File: src/rtl/serial_subtractor_16bit.sv
// Bit-serial 16-bit subtractor: diff = a - b - borrow_in, one bit per clock, LSB first.
// Optional zero-result flag output is enabled by defining SERIAL_SUB_ZERO_FLAG_EN.
module serial_subtractor_16bit (
  input  logic        clk,
  input  logic        rst,
  input  logic        start,
  input  logic [15:0] a,
  input  logic [15:0] b,
  input  logic        borrow_in,
  output logic        busy,
  output logic        done,
  output logic [15:0] diff,
  output logic        underflow
`ifdef SERIAL_SUB_ZERO_FLAG_EN
  ,
  output logic        zero
`endif
);

  typedef enum logic [1:0] {IDLE, CALC, DONE} state_t;

  state_t      state, next_state;
  logic [15:0] a_r, b_r, sh;
  logic        br;
  logic [3:0]  cnt;
  logic        load;
  logic        d_bit, nxt_br;

  // Operands are captured from IDLE or from DONE (back-to-back); start is ignored in CALC.
  assign load   = start && (state == IDLE || state == DONE);
  assign d_bit  = a_r[0] ^ b_r[0] ^ br;
  assign nxt_br = (~a_r[0] & b_r[0]) | (~(a_r[0] ^ b_r[0]) & br);

  always_comb begin
    next_state = state;
    case (state)
      IDLE:    if (start) next_state = CALC;
      CALC:    if (cnt == 4'd15) next_state = DONE;
      DONE:    next_state = start ? CALC : IDLE;
      default: next_state = IDLE;
    endcase
  end

  always_ff @(posedge clk) begin
    if (rst) begin
      state     <= IDLE;
      busy      <= 1'b0;
      done      <= 1'b0;
      diff      <= 16'h0000;
      underflow <= 1'b0;
      a_r       <= 16'h0000;
      b_r       <= 16'h0000;
      sh        <= 16'h0000;
      br        <= 1'b0;
      cnt       <= 4'd0;
    end else begin
      state <= next_state;
      busy  <= (next_state == CALC);
      done  <= (state == DONE);
      // Result is published from the completed shift register while in DONE,
      // before any back-to-back load clears it on this same edge.
      if (state == DONE) begin
        diff      <= sh;
        underflow <= br;
      end
      if (load) begin
        a_r <= a;
        b_r <= b;
        br  <= borrow_in;
        sh  <= 16'h0000;
        cnt <= 4'd0;
      end else if (state == CALC) begin
        a_r <= {1'b0, a_r[15:1]};
        b_r <= {1'b0, b_r[15:1]};
        sh  <= {d_bit, sh[15:1]};
        br  <= nxt_br;
        cnt <= cnt + 4'd1;
      end
    end
  end

`ifdef SERIAL_SUB_ZERO_FLAG_EN
  always_ff @(posedge clk) begin
    if (rst)                zero <= 1'b0;
    else if (state == DONE) zero <= (sh == 16'h0000);
  end
`endif

endmodule
File: config.mk
export PLATFORM = sky130hd
export DESIGN_NAME = serial_subtractor_16bit
export DESIGN_NICKNAME = d
export VERILOG_FILES = /design/src/rtl/serial_subtractor_16bit.sv
export SDC_FILE = /design/constraint.sdc
export NUM_CORES = 1
export LEC_CHECK = 0
export BUFFER_PORTS_ARGS = -buffer_cell sky130_fd_sc_hd__buf_4
export CAP_MARGIN = 20
export CORE_MARGIN = 3
export CORE_UTILIZATION = 55
export DETAILED_ROUTE_END_ITERATION = 10
export GPL_TIMING_DRIVEN = 0
export PLACE_DENSITY = 0.81
export SYNTH_ARGS = -nofsm -noshare
export SYNTH_HDL_FRONTEND = slang
export SYNTH_SLANG_ARGS = --single-unit
File: constraint.sdc
create_clock -name clk -period 1.68 [get_ports clk]
set_input_delay 0.252 -clock clk [delete_from_list [all_inputs] [get_ports clk]]
set_output_delay 0.252 -clock clk [all_outputs]
set_load 0.01 [all_outputs]
; After elaboration in Yosys (flattened, before gate mapping)
; Cells that the tools add are included.
[totals]
word_cells = 37
input_bits = 36
n_memories = 0
register_bits = 74
ram_bits = 0
romBits = 0
latchBits = 0
output_inout_bits = 19
[op_classes]
div_mod_pow = 0
reduce_logical = 5
multipliers = 0
magnitude_cmp = 0
n_eq_ne = 4
bitwise = 7
shifts = 0
n_mux = 10
addsub = 1
[op_table]
columns = operator, count
row1 = 16-bit 2-to-1 mux, 4
row2 = 2-bit case mux with 3 select lines, 1
row3 = 4-bit by 1-bit adder with 4-bit output (second input constant), 1
row4 = 2-bit by 1-bit == test with 1-bit output (second input constant), 2
row5 = 4-bit == test (second input constant), 1
row6 = 2-bit 2-to-1 mux, 2
row7 = 1-bit 2-to-1 mux, 3
row8 = 1-bit AND, 2
row9 = 2-bit == test (second input constant), 1
row10 = 2-bit zero test, 1
row11 = 1-bit NOT, 2
row12 = 2-bit nonzero test, 1
row13 = 2-bit OR reduction, 1
row14 = 1-bit bitwise XOR, 2
row15 = 1-bit logical AND, 1
row16 = 1-bit logical OR, 1
row17 = 1-bit bitwise OR, 1

; Longest topological paths before layout
; Gate-level depths: netlist of the first run.
[depth]
word_depth = 6
ltp_mapped = 6
mapped_depth_nobuf = 4

; Least setup slack after synthesis of the first run
; Ideal clock, no wire load.
[synth_timing]
kind = reg2reg
start = register state[1]
end = register sh[5]
arrival_ns = 0.975
setup_ns = 0.120
setup_slack_ns = 0.584
required_time_ns = 1.560
path_buffers = 3
path_stages_with_launch = 7
period_less_slack_ns = 1.096
cell_sequence = dfxtp_1 -> nand2b_1 -> buf_2 -> buf_4 -> buf_4 -> nand2_1 -> a21oi_1
[synth_via]
elab_chain_cells = 4
word_cells_on_any_way = 6
cone_classes = eq/ne (2) / reduce/logical (4)
[synth_lines]
columns = item, line_no
row1 = start: declaration, 22  ; state_t state, next_state;
row2 = start signal: assignment, 57  ; state <= next_state;
row3 = 2-bit == test / 2-bit zero test (equally long branches), 30  ; assign load = start && (state == IDLE || state == DONE);
row4 = 1-bit logical OR, 30
row5 = 1-bit logical AND, 30
row6 = 2-bit OR reduction (no source line), -
row7 = end signal: assignment, 75  ; sh <= {d_bit, sh[15:1]};
row8 = end: declaration, 23  ; logic [15:0] a_r, b_r, sh;
; Parallel ways exist; a longest one is shown, timed or not.
; A chain may end at the register's enable or synchronous reset.

; Worst setup path after layout of the first run
[layout_timing]
start = register state[1]
end = register sh[8]
; The elaborated chain is that of the path after synthesis.

==> results of run 1 <==
worst min-delay path: stages:
cell	delay [ns]
sky130_fd_sc_hd__buf_4	0.11
sky130_fd_sc_hd__nand2_1	0.05
sky130_fd_sc_hd__a21oi_1	0.06
flip-flops by register name, summed over array words and instances, names as in the netlist:
register / flops
cnt: 4
done: 1
state: 2
a_r: 16
busy: 1
sh: 16
diff: 16
underflow: 1
b_r: 16
br: 1
path summary, 6_finish.rpt:
| kind | endpoint | slack, ns | cells after the start |
|---|---|---|---|
| max | sh[8] | 0.34 | 6 |
| min | b_r[15] | 0.19 | 3 |
| max reg2reg | sh[8] | 0.34 | 6 |
| min reg2reg | diff[15] | 0.46 | 2 |
per-stage QoR:
step           cell area [sq um]  total power [mW]  util [%]  worst slack, ns
5_1_grt                     3570              3.95      73.2            0.192
6_report                    3570              3.80      73.2            0.336
4_1_cts                     3570              3.82      73.2            0.326
2_1_floorplan               2860              2.15         -            0.584
3_5_place_dp                3340              2.30      68.5            0.409
3_3_place_gp                3340              2.29      68.5            0.430
routing by layer:
metal,part of all wire (%),GRT usage (%),up-vias
met2,48,38.1,73
li1,-,-,1330
met4,2.1,12.1,0
met5,0,0,-
met3,4.7,3.56,15
met1,45,27.2,1213
cell families after synthesis:
group           Yosys count  synth area share, %
compound gates          101                 19.9
xor+xnor                  2                0.612
flops                    74                 51.8
fa+ha+maj                 2                 1.14
mux                       1                0.350
buf+inv                  34                 6.34
simple gates            144                 19.9
power by group through the flow:
stage               logic, mW  registers, mW  clock network, mW
finish                  0.385           1.88               1.54
detailed placement      0.381           1.91                  0
floorplan               0.250           1.90                  0
CTS                     0.385           1.87               1.56
global placement        0.374           1.91                  0
global route            0.428           1.88               1.64
cell type report:
| class | instances | area (sq um) |
|---|---|---|
| sequential | 74 | 1480 |
| fill | 423 | 1310 |
| multi-input combinational | 250 | 1200 |
| timing repair buffer | 53 | 398 |
| buffer | 32 | 174 |
| clock buffer | 10 | 138 |
| clock inverter | 6 | 88.8 |
| tap | 67 | 83.8 |
| inverter | 2 | 7.51 |
cells in the final DEF (no fill, tap or decap):
cell type                    count
sky130_fd_sc_hd__or3_1           1
sky130_fd_sc_hd__nor3_1          2
sky130_fd_sc_hd__xnor2_1         1
sky130_fd_sc_hd__ha_1            1
sky130_fd_sc_hd__a21oi_1        38
sky130_fd_sc_hd__nand2_1       125
sky130_fd_sc_hd__nor2b_1         3
sky130_fd_sc_hd__inv_2           1
sky130_fd_sc_hd__inv_1           1
sky130_fd_sc_hd__a211oi_2        1
sky130_fd_sc_hd__nand2b_1        3
sky130_fd_sc_hd__dfxtp_1        74
sky130_fd_sc_hd__buf_4          62
sky130_fd_sc_hd__nand3_1         5
sky130_fd_sc_hd__a31oi_1        28
sky130_fd_sc_hd__o221a_2         2
sky130_fd_sc_hd__a22oi_1         3
sky130_fd_sc_hd__xor2_1          1
sky130_fd_sc_hd__o21ai_1        29
sky130_fd_sc_hd__clkbuf_1        7
sky130_fd_sc_hd__inv_6           1
sky130_fd_sc_hd__nand3b_1        1
sky130_fd_sc_hd__clkinv_2        1
sky130_fd_sc_hd__bufinv_16       2
sky130_fd_sc_hd__clkbuf_8       10
sky130_fd_sc_hd__mux2i_1         1
sky130_fd_sc_hd__buf_2          16
sky130_fd_sc_hd__clkinvlp_4      2
sky130_fd_sc_hd__nor2_1          4
sky130_fd_sc_hd__fa_1            1
==> results.txt, run 1 <==
The most numerous cell on the critical path is sky130_fd_sc_hd__buf_4. The worst path required time came out at 1.94 ns. The number of nets in the layout came out at 460. The timing-limited maximum frequency is 744 MHz. The clock-pin slew reported for the worst setup and hold paths after clock tree synthesis came out at 0.08 ns.

The number of hold violations in the final report came out at 0. The part of the total power dissipated in combinational logic came out at 10.1%. The via count of the first global-routing pass was 2520. The post-synthesis instance area is 2860 sq um. The clock root buffer is sky130_fd_sc_hd__clkbuf_8. The count of buffers inserted at the top-level ports came out at 53. The flow ran to the end, and the final reports show no timing, DRC or antenna violations. In this run, flip-flops and latches consume 49.4% of the power. The final setup skew came out at 0.00570 ns. The total internal power is 2.88 mW. The cell family contributing the most delay on the critical path is buffers and inverters.

The sum of negative setup slack came out at 0 ns. Counting flops with an async set or reset pin after synthesis yields a share of 0%. The type of the worst setup path is reg2reg. Summed over all layers, the routed wires come to 6480 um. The maximum clock path buffer count is 2. The mean post-synth cell area is 7.99 sq um. The start of the worst register-to-register path is state[1]. The number of H-tree levels came out at 3. The CTS sink count is 74.

For this block, the initial DRC count from the detailed router was 138. The most frequent cell after synthesis is sky130_fd_sc_hd__nand2_1. Counting distinct cell types in the post-synthesis netlist gives 25. Sorting the synthesized cells by area gives the leading types as sky130_fd_sc_hd__dfxtp_1 52%, sky130_fd_sc_hd__nand2_1 16%, sky130_fd_sc_hd__a21oi_1 6.6%. The worst max-slew margin expressed relative to the limit came out at 67.5%. Once placement completed, the tool counted placed cells totaling 478. The number of inserted diodes is 0. STA classifies the critical path startpoint as a register. The actual transition at the worst max-transition pin is 0.488 ns. The total number of placement rows is 25. The clock period minus final worst setup slack came out at 1.34 ns. The synthesized design contains 0 enable-type register cells. The worst-path maximum fanout came out at 10. The final cell count without fillers came out at 494.

The net switching power of the design is 0.922 mW. The total CTS buffers is 9. The initial utilization of the core area, before any placement, comes to 58.6%.

Routability-driven placement finished with a final weighted congestion of 0.754. For this run, the register share of the synthesized area comes to 51.8%. The ratio of final minimum period to clock period came out at 80.0%. The flop and latch count out of synthesis is 74. The I/O pin total came out at 55. The area of the core came out at 4880 sq um. The largest individual stage delay along the critical path comes from the cell sky130_fd_sc_hd__dfxtp_1. After synthesis, the largest area contributor takes up 51.8% of total cell area. The CTS tree is built. The post-route DRC violation count is 0. The wire length of the first global-routing pass is 11000 um.

The HPWL after detailed placement came out at 4420 um. The net count of the mapped netlist came out at 396. The commonest cells after synthesis are 125 x sky130_fd_sc_hd__nand2_1, 74 x sky130_fd_sc_hd__dfxtp_1, 38 x sky130_fd_sc_hd__a21oi_1.

The pin count of the biggest net entering global routing is 14. The kind of end point of the critical path is a register. Hold repair after CTS inserted 0 buffers. The power density over the cells is 1060 nW/um^2. The leakage power summed over all cells came out at 1.35 nW. The most used flip-flop cell after synthesis is sky130_fd_sc_hd__dfxtp_1.

Setup repair after global routing left no endpoint under its margin. The max-capacitance violation count came out at 0. The number of iterations in the first detailed-routing pass came out at 4. The die extent in y is 78.1 um.

Setup violations remaining at the end of the flow were counted as 0. The average vias per placed instance came out at 5.33. The number of vias in the routed layout is 2631. The path class of the tightest hold or removal check is in2reg. The die area came out at 6100 sq um. The yosys synthesis warning count is 0.

The number of buffers inserted by post-CTS setup repair came out at 0. The clock share of power came out at 40.5%. Summed over all instances, the cell type with the most area after synthesis is sky130_fd_sc_hd__dfxtp_1. For this run, the slowest stage of the critical path takes 0.40 ns.

The worst path buffer plus inverter count is 3. The detail route stage leaves a number of antenna-violating nets equal to 0. The detailed-route wire length per cell is 13.1 um. Net switching is 24.3% of the power. In this run the most critical hold path is launched from b[15].

In this run the worst setup path begins at state[1]. The max-slew violation total from the final report came out at 0. The total global routing overflow is 0. The initial antenna violation count came out at 0.

The worst vdd rail ir drop is 0.583 mV. The chip width came out at 78.1 um. The count of cells resized by post-cts repair came out at 0. The combined global-route utilization of all metal layers came out at 22.4%. The insertion delay of the later-clocked pin in the worst-skew pair came out at 0.34 ns. The share of cells above drive strength 1 is 23.0%. The critical path arrival is 1.61 ns. On the final layout, the worst hold slack is 0.189 ns. The area growth from synthesis to layout is 24.7%.

The critical path goes through nand2b_1 > buf_2 > buf_4 > buf_4 > nand2_1 > a21oi_1. Synthesis produced 358 cells.
No activity file was read; power rests on OpenSTA's default activity.
==> inputs of run 2 (changes only) <==
--- a/config.mk
+++ b/config.mk
@@ -5,13 +5,14 @@
 export SDC_FILE = /design/constraint.sdc
 export NUM_CORES = 1
 export LEC_CHECK = 0
+export ABC_AREA = 1
 export BUFFER_PORTS_ARGS = -buffer_cell sky130_fd_sc_hd__buf_4
 export CAP_MARGIN = 20
 export CORE_MARGIN = 3
-export CORE_UTILIZATION = 55
+export CORE_UTILIZATION = 50
 export DETAILED_ROUTE_END_ITERATION = 10
 export GPL_TIMING_DRIVEN = 0
-export PLACE_DENSITY = 0.81
+export PLACE_DENSITY = 0.77
 export SYNTH_ARGS = -nofsm -noshare
 export SYNTH_HDL_FRONTEND = slang
 export SYNTH_SLANG_ARGS = --single-unit
==> constraint.sdc (replaced) <==
create_clock -name clk -period 1.18 [get_ports clk]
set_input_delay 0.177 -clock clk [delete_from_list [all_inputs] [get_ports clk]]
set_output_delay 0.177 -clock clk [all_outputs]
set_load 0.01 [all_outputs]
==> run 2 against run 1 <==
The run now ends with negative setup slack left; routed wire length increased by 25%; die area up 22%; sequential share of layout area down 7.1 points; area after synthesis increased by 12%.
==> results.txt, run 2 <==
The type of the worst setup path is reg2reg (unchanged). The count of buffers inserted at the top-level ports is 54 (was 53). The net count of the mapped netlist was 495 (was 396). The start of the worst register-to-register path was state[0] (was state[1]). The area of the core was 6060 sq um (was 4880 sq um). The synthesized-area fraction occupied by and/or/nand/nor cells came to 30.2% (was 19.9%). The number of enable-type register cells in the synthesized netlist came to 0 (unchanged).

The instance count after placement with tap cells included came to 586 (was 478). The hold buffer count at CTS was 0 (unchanged). The clock period minus final worst setup slack is 1.20 ns (was 1.34 ns). The initial antenna violation count came out at 0 (unchanged). The flip-flop and latch area came out at 1490 sq um (was 1480 sq um).

The leakage power summed over all cells came out at 2.10 nW (was 1.35 nW). The clock root buffer is sky130_fd_sc_hd__clkbuf_8 (unchanged). The initial standard-cell utilization of the core came out at 53.0% (was 58.6%). The number of standard cells after synthesis came out at 457 (was 358). The worst vdd rail ir drop came out at 1.20 mV (was 0.583 mV). The share of cells above drive strength 1 was 29.7% (was 23.0%).

The yosys synthesis warning count came out at 0 (unchanged). The total number of placement rows came out at 28 (was 25). The final hold slack is 0.0734 ns (was 0.189 ns). The final setup skew is 0.00492 ns (was 0.00570 ns). The total routed wirelength came out at 8090 um (was 6480 um). The area share of xor/xnor cells in the synthesized design is 0% (was 0.612%). The number of inserted diodes came out at 0 (unchanged). The number of antenna-violating nets in the routed design is 0 (unchanged). Leading cell types by total area after synthesis: sky130_fd_sc_hd__dfxtp_1 46%, sky130_fd_sc_hd__nand2_1 17%, sky130_fd_sc_hd__a21oi_1 5.9% (was sky130_fd_sc_hd__dfxtp_1 52%, sky130_fd_sc_hd__nand2_1 16%, sky130_fd_sc_hd__a21oi_1 6.6%). The maximum clock path buffer count was 2 (unchanged). The mean post-synth cell area is 7.03 sq um (was 7.99 sq um). The I/O pin total is 55 (unchanged). The power density over the cells came to 1400 nW/um^2 (was 1060 nW/um^2). The most common cell after layout, fill and taps aside is sky130_fd_sc_hd__nand2_1 (unchanged). The destination of the worst hold path is a_r[15] (was b_r[15]).

The fill cell instance count of the final layout is 471 (was 423). The post-synthesis instance area is 3210 sq um (was 2860 sq um). The kind of end point of the critical path is a register (unchanged). The dominant combinational cell family by area after synthesis is simple AND/OR/NAND/NOR gates (unchanged). The sum of negative setup slack was -0.0478 ns (was 0 ns). The area growth from synthesis to layout is 34.4% (was 24.7%). The part of the Yosys area used for sequential elements is 46.1% (was 51.8%).

The critical path arrival is 1.49 ns (was 1.61 ns). The placer's final routability congestion estimate was 0.840 (was 0.754). The worst-path maximum fanout is 7 (was 10). The total CTS buffers came to 9 (unchanged). The number of iterations in the first detailed-routing pass came out at 5 (was 4). The worst max-slew margin expressed relative to the limit is 64.3% (was 67.5%). The CTS sink count came out at 74 (unchanged). The largest area contributor in the synthesized netlist is sky130_fd_sc_hd__dfxtp_1 (unchanged). The number of nets in the layout is 572 (was 460). The timing-limited maximum frequency is 832 MHz (was 744 MHz). The leading register cell type out of synthesis is sky130_fd_sc_hd__dfxtp_1 (unchanged). The worst reg2reg path endpoint is a_r[4] (was sh[8]).

Setup repair after global routing missed its margin: true (was false). The insertion delay of the later-clocked pin in the worst-skew pair is 0.34 ns (about the same). The distinct cell type count of the synthesized netlist was 18 (was 25). The post-synthesis compound-gate area fraction was 11.7% (was 19.9%).

The final cell count without fillers came out at 614 (was 494). The internal reg-to-reg setup slack is -0.02 ns (was 0.34 ns). The clock-pin slew reported for the worst setup and hold paths after clock tree synthesis is 0.08 ns (about the same). The actual transition at the worst max-transition pin is 0.536 ns (was 0.488 ns). The async set-or-reset flop fraction in the synthesized netlist was 0% (unchanged). The count of final setup violators is 4 (was 0). The number of cells traversed by the worst register-to-register path is 7 (was 6). The met3 track demand over resource in global routing is 4.61% (was 3.56%). The via count of the first global-routing pass was 3011 (was 2520). The max-slew violation total from the final report came out at 0 (unchanged). The max-capacitance violation count is 0 (unchanged). The CTS tree is built (unchanged).

The die area came out at 7420 sq um (was 6100 sq um). The worst hold-check path type is in2reg (unchanged). The final core utilization came out at 71.2% (was 73.2%). The detailed-route wire length per cell was 13.2 um (was 13.1 um). The setup slack after placement came out at -0.120 ns (was 0.409 ns). The met1 routing resource usage after global routing came out at 28.4% (was 27.2%). The die extent in y is 86.2 um (was 78.1 um). The HPWL after detailed placement came out at 5030 um (was 4420 um). The worst path required time is 1.47 ns (was 1.94 ns).

The post-layout worst setup margin came out at -0.0226 ns (was 0.336 ns). The global routing met2 resource utilization came out at 36.0% (was 38.1%). The most frequent cell after synthesis is sky130_fd_sc_hd__nand2_1 (unchanged).

The number of H-tree levels came out at 3 (unchanged). The mux share of post-synthesis cell area came out at 0% (was 0.350%). The chip width came to 86.2 um (was 78.1 um).

The pin count of the biggest net entering global routing is 14 (unchanged). The wire length of the first global-routing pass is 13200 um (was 11000 um). The total area of multi-input combinational cells came out at 1510 sq um (was 1200 sq um). The number of violations reported at the end of detailed-routing iteration 0 is 213 (was 138). The combined global-route utilization of all metal layers came out at 22.1% (was 22.4%). The number of hold violations in the final report came out at 0 (unchanged). The number of vias in the routed layout came out at 3150 (was 2631). The final reports fail on negative setup slack. The number of cells on the worst hold path is 3 (unchanged). Highest-count cells in the layout ignoring fill and taps: 121 x sky130_fd_sc_hd__nand2_1, 72 x sky130_fd_sc_hd__dfxtp_1, 63 x sky130_fd_sc_hd__buf_4 (was 125 x sky130_fd_sc_hd__nand2_1, 74 x sky130_fd_sc_hd__dfxtp_1, 62 x sky130_fd_sc_hd__buf_4).

The critical path launch point type is a register (unchanged). The ratio of final minimum period to clock period is 102% (was 80.0%). The total global routing overflow came out at 0 (unchanged). Leading cell types by count after synthesis: 142 x sky130_fd_sc_hd__nand2_1, 74 x sky130_fd_sc_hd__dfxtp_1, 49 x sky130_fd_sc_hd__nor2_1 (was 125 x sky130_fd_sc_hd__nand2_1, 74 x sky130_fd_sc_hd__dfxtp_1, 38 x sky130_fd_sc_hd__a21oi_1).

The share of the synthesized area in the top cell type is 46.1% (was 51.8%). The post-route DRC violation count is 0 (unchanged). The origin of the worst min-delay path is a[15] (was b[15]). The flop and latch count out of synthesis is 74 (unchanged).

Run status: finished with violations (was finished, final reports clean). The average vias per placed instance is 5.13 (was 5.33). The peak-usage layer in the global routing report is met2 (unchanged). The adder-cell share of the synthesized area came out at 1.01% (was 1.14%).
[run 2: per-stage QoR]
stage | instance area, sq um | power, mW
floorplan | 3210 | 3.22
global placement | 3710 | 3.44
detailed placement | 3710 | 3.46
CTS | 4090 | 5.92
global route | 4320 | 6.32
finish | 4320 | 6.06
[run 2: timing repair]
| item | in CTS | in global routing |
|---|---|---|
| setup endpoints to repair | 48 | 62 |
| setup buffers | 7 | 0 |
| gates cloned | 3 | 3 |
| pin swaps | 4 | 15 |
| gates resized for setup | 14 | 79 |
[run 2: critical path, stage by stage (launching register included)]
cell and delay (ns):
sky130_fd_sc_hd__dfxtp_4 0.41, sky130_fd_sc_hd__nor2_4 0.18, sky130_fd_sc_hd__buf_8 0.17, sky130_fd_sc_hd__clkbuf_16 0.17, sky130_fd_sc_hd__nand2_2 0.05, sky130_fd_sc_hd__nand2_1 0.06, sky130_fd_sc_hd__nand2_1 0.05, sky130_fd_sc_hd__inv_1 0.06
[run 2: cell families (layout without fill, tap and decap cells)]
| kind of cell | count (synthesis) | in the layout |
|---|---|---|
| buf+inv | 71 | 153 |
| simple gates | 235 | 235 |
| fa+ha+maj | 2 | 2 |
| flops | 74 | 74 |
| compound gates | 75 | 75 |
[run 2: final cells by class]
cell class / count / share of cell area (%)
inverters: 44 / 4.06
multi-input cells: 312 / 35.1
clock inverters: 6 / 2.61
plain buffers: 26 / 5.45
well taps: 75 / 2.17
flip-flops and latches: 74 / 34.4
clock buffers: 10 / 3.19
repair buffers: 67 / 13.0
[run 2: how the worst max path moves through the flow]
| stage | startpoint | end | slack [ns] |
|---|---|---|---|
| floorplan | state[0] | busy | 0.06 |
| global placement | state[0] | a_r[10] | -0.1 |
| detailed placement | state[0] | a_r[9] | -0.12 |
| CTS | state[0] | b_r[3] | -0.004 |
| global route | state[0] | b_r[0] | -0.06 |
| finish | state[0] | a_r[4] | -0.02 |
[run 2: routing by layer]
metal / part of all wire [%] / vias to the layer above
met3: 5.8 / 20
met2: 47 / 93
li1: - / 1591
met1: 44 / 1446
met4: 2.4 / 0
met5: 0 / -
[run 2: power by group]
| group | leakage [nW] | internal [mW] | total [mW] | switching (mW) |
|---|---|---|---|---|
| clock network | 0.127 | 1.47 | 2.43 | 0.960 |
| logic | 1.37 | 0.428 | 0.930 | 0.501 |
| registers | 0.605 | 2.62 | 2.71 | 0.0836 |
| total | 2.10 | 4.52 | 6.06 | 1.55 |
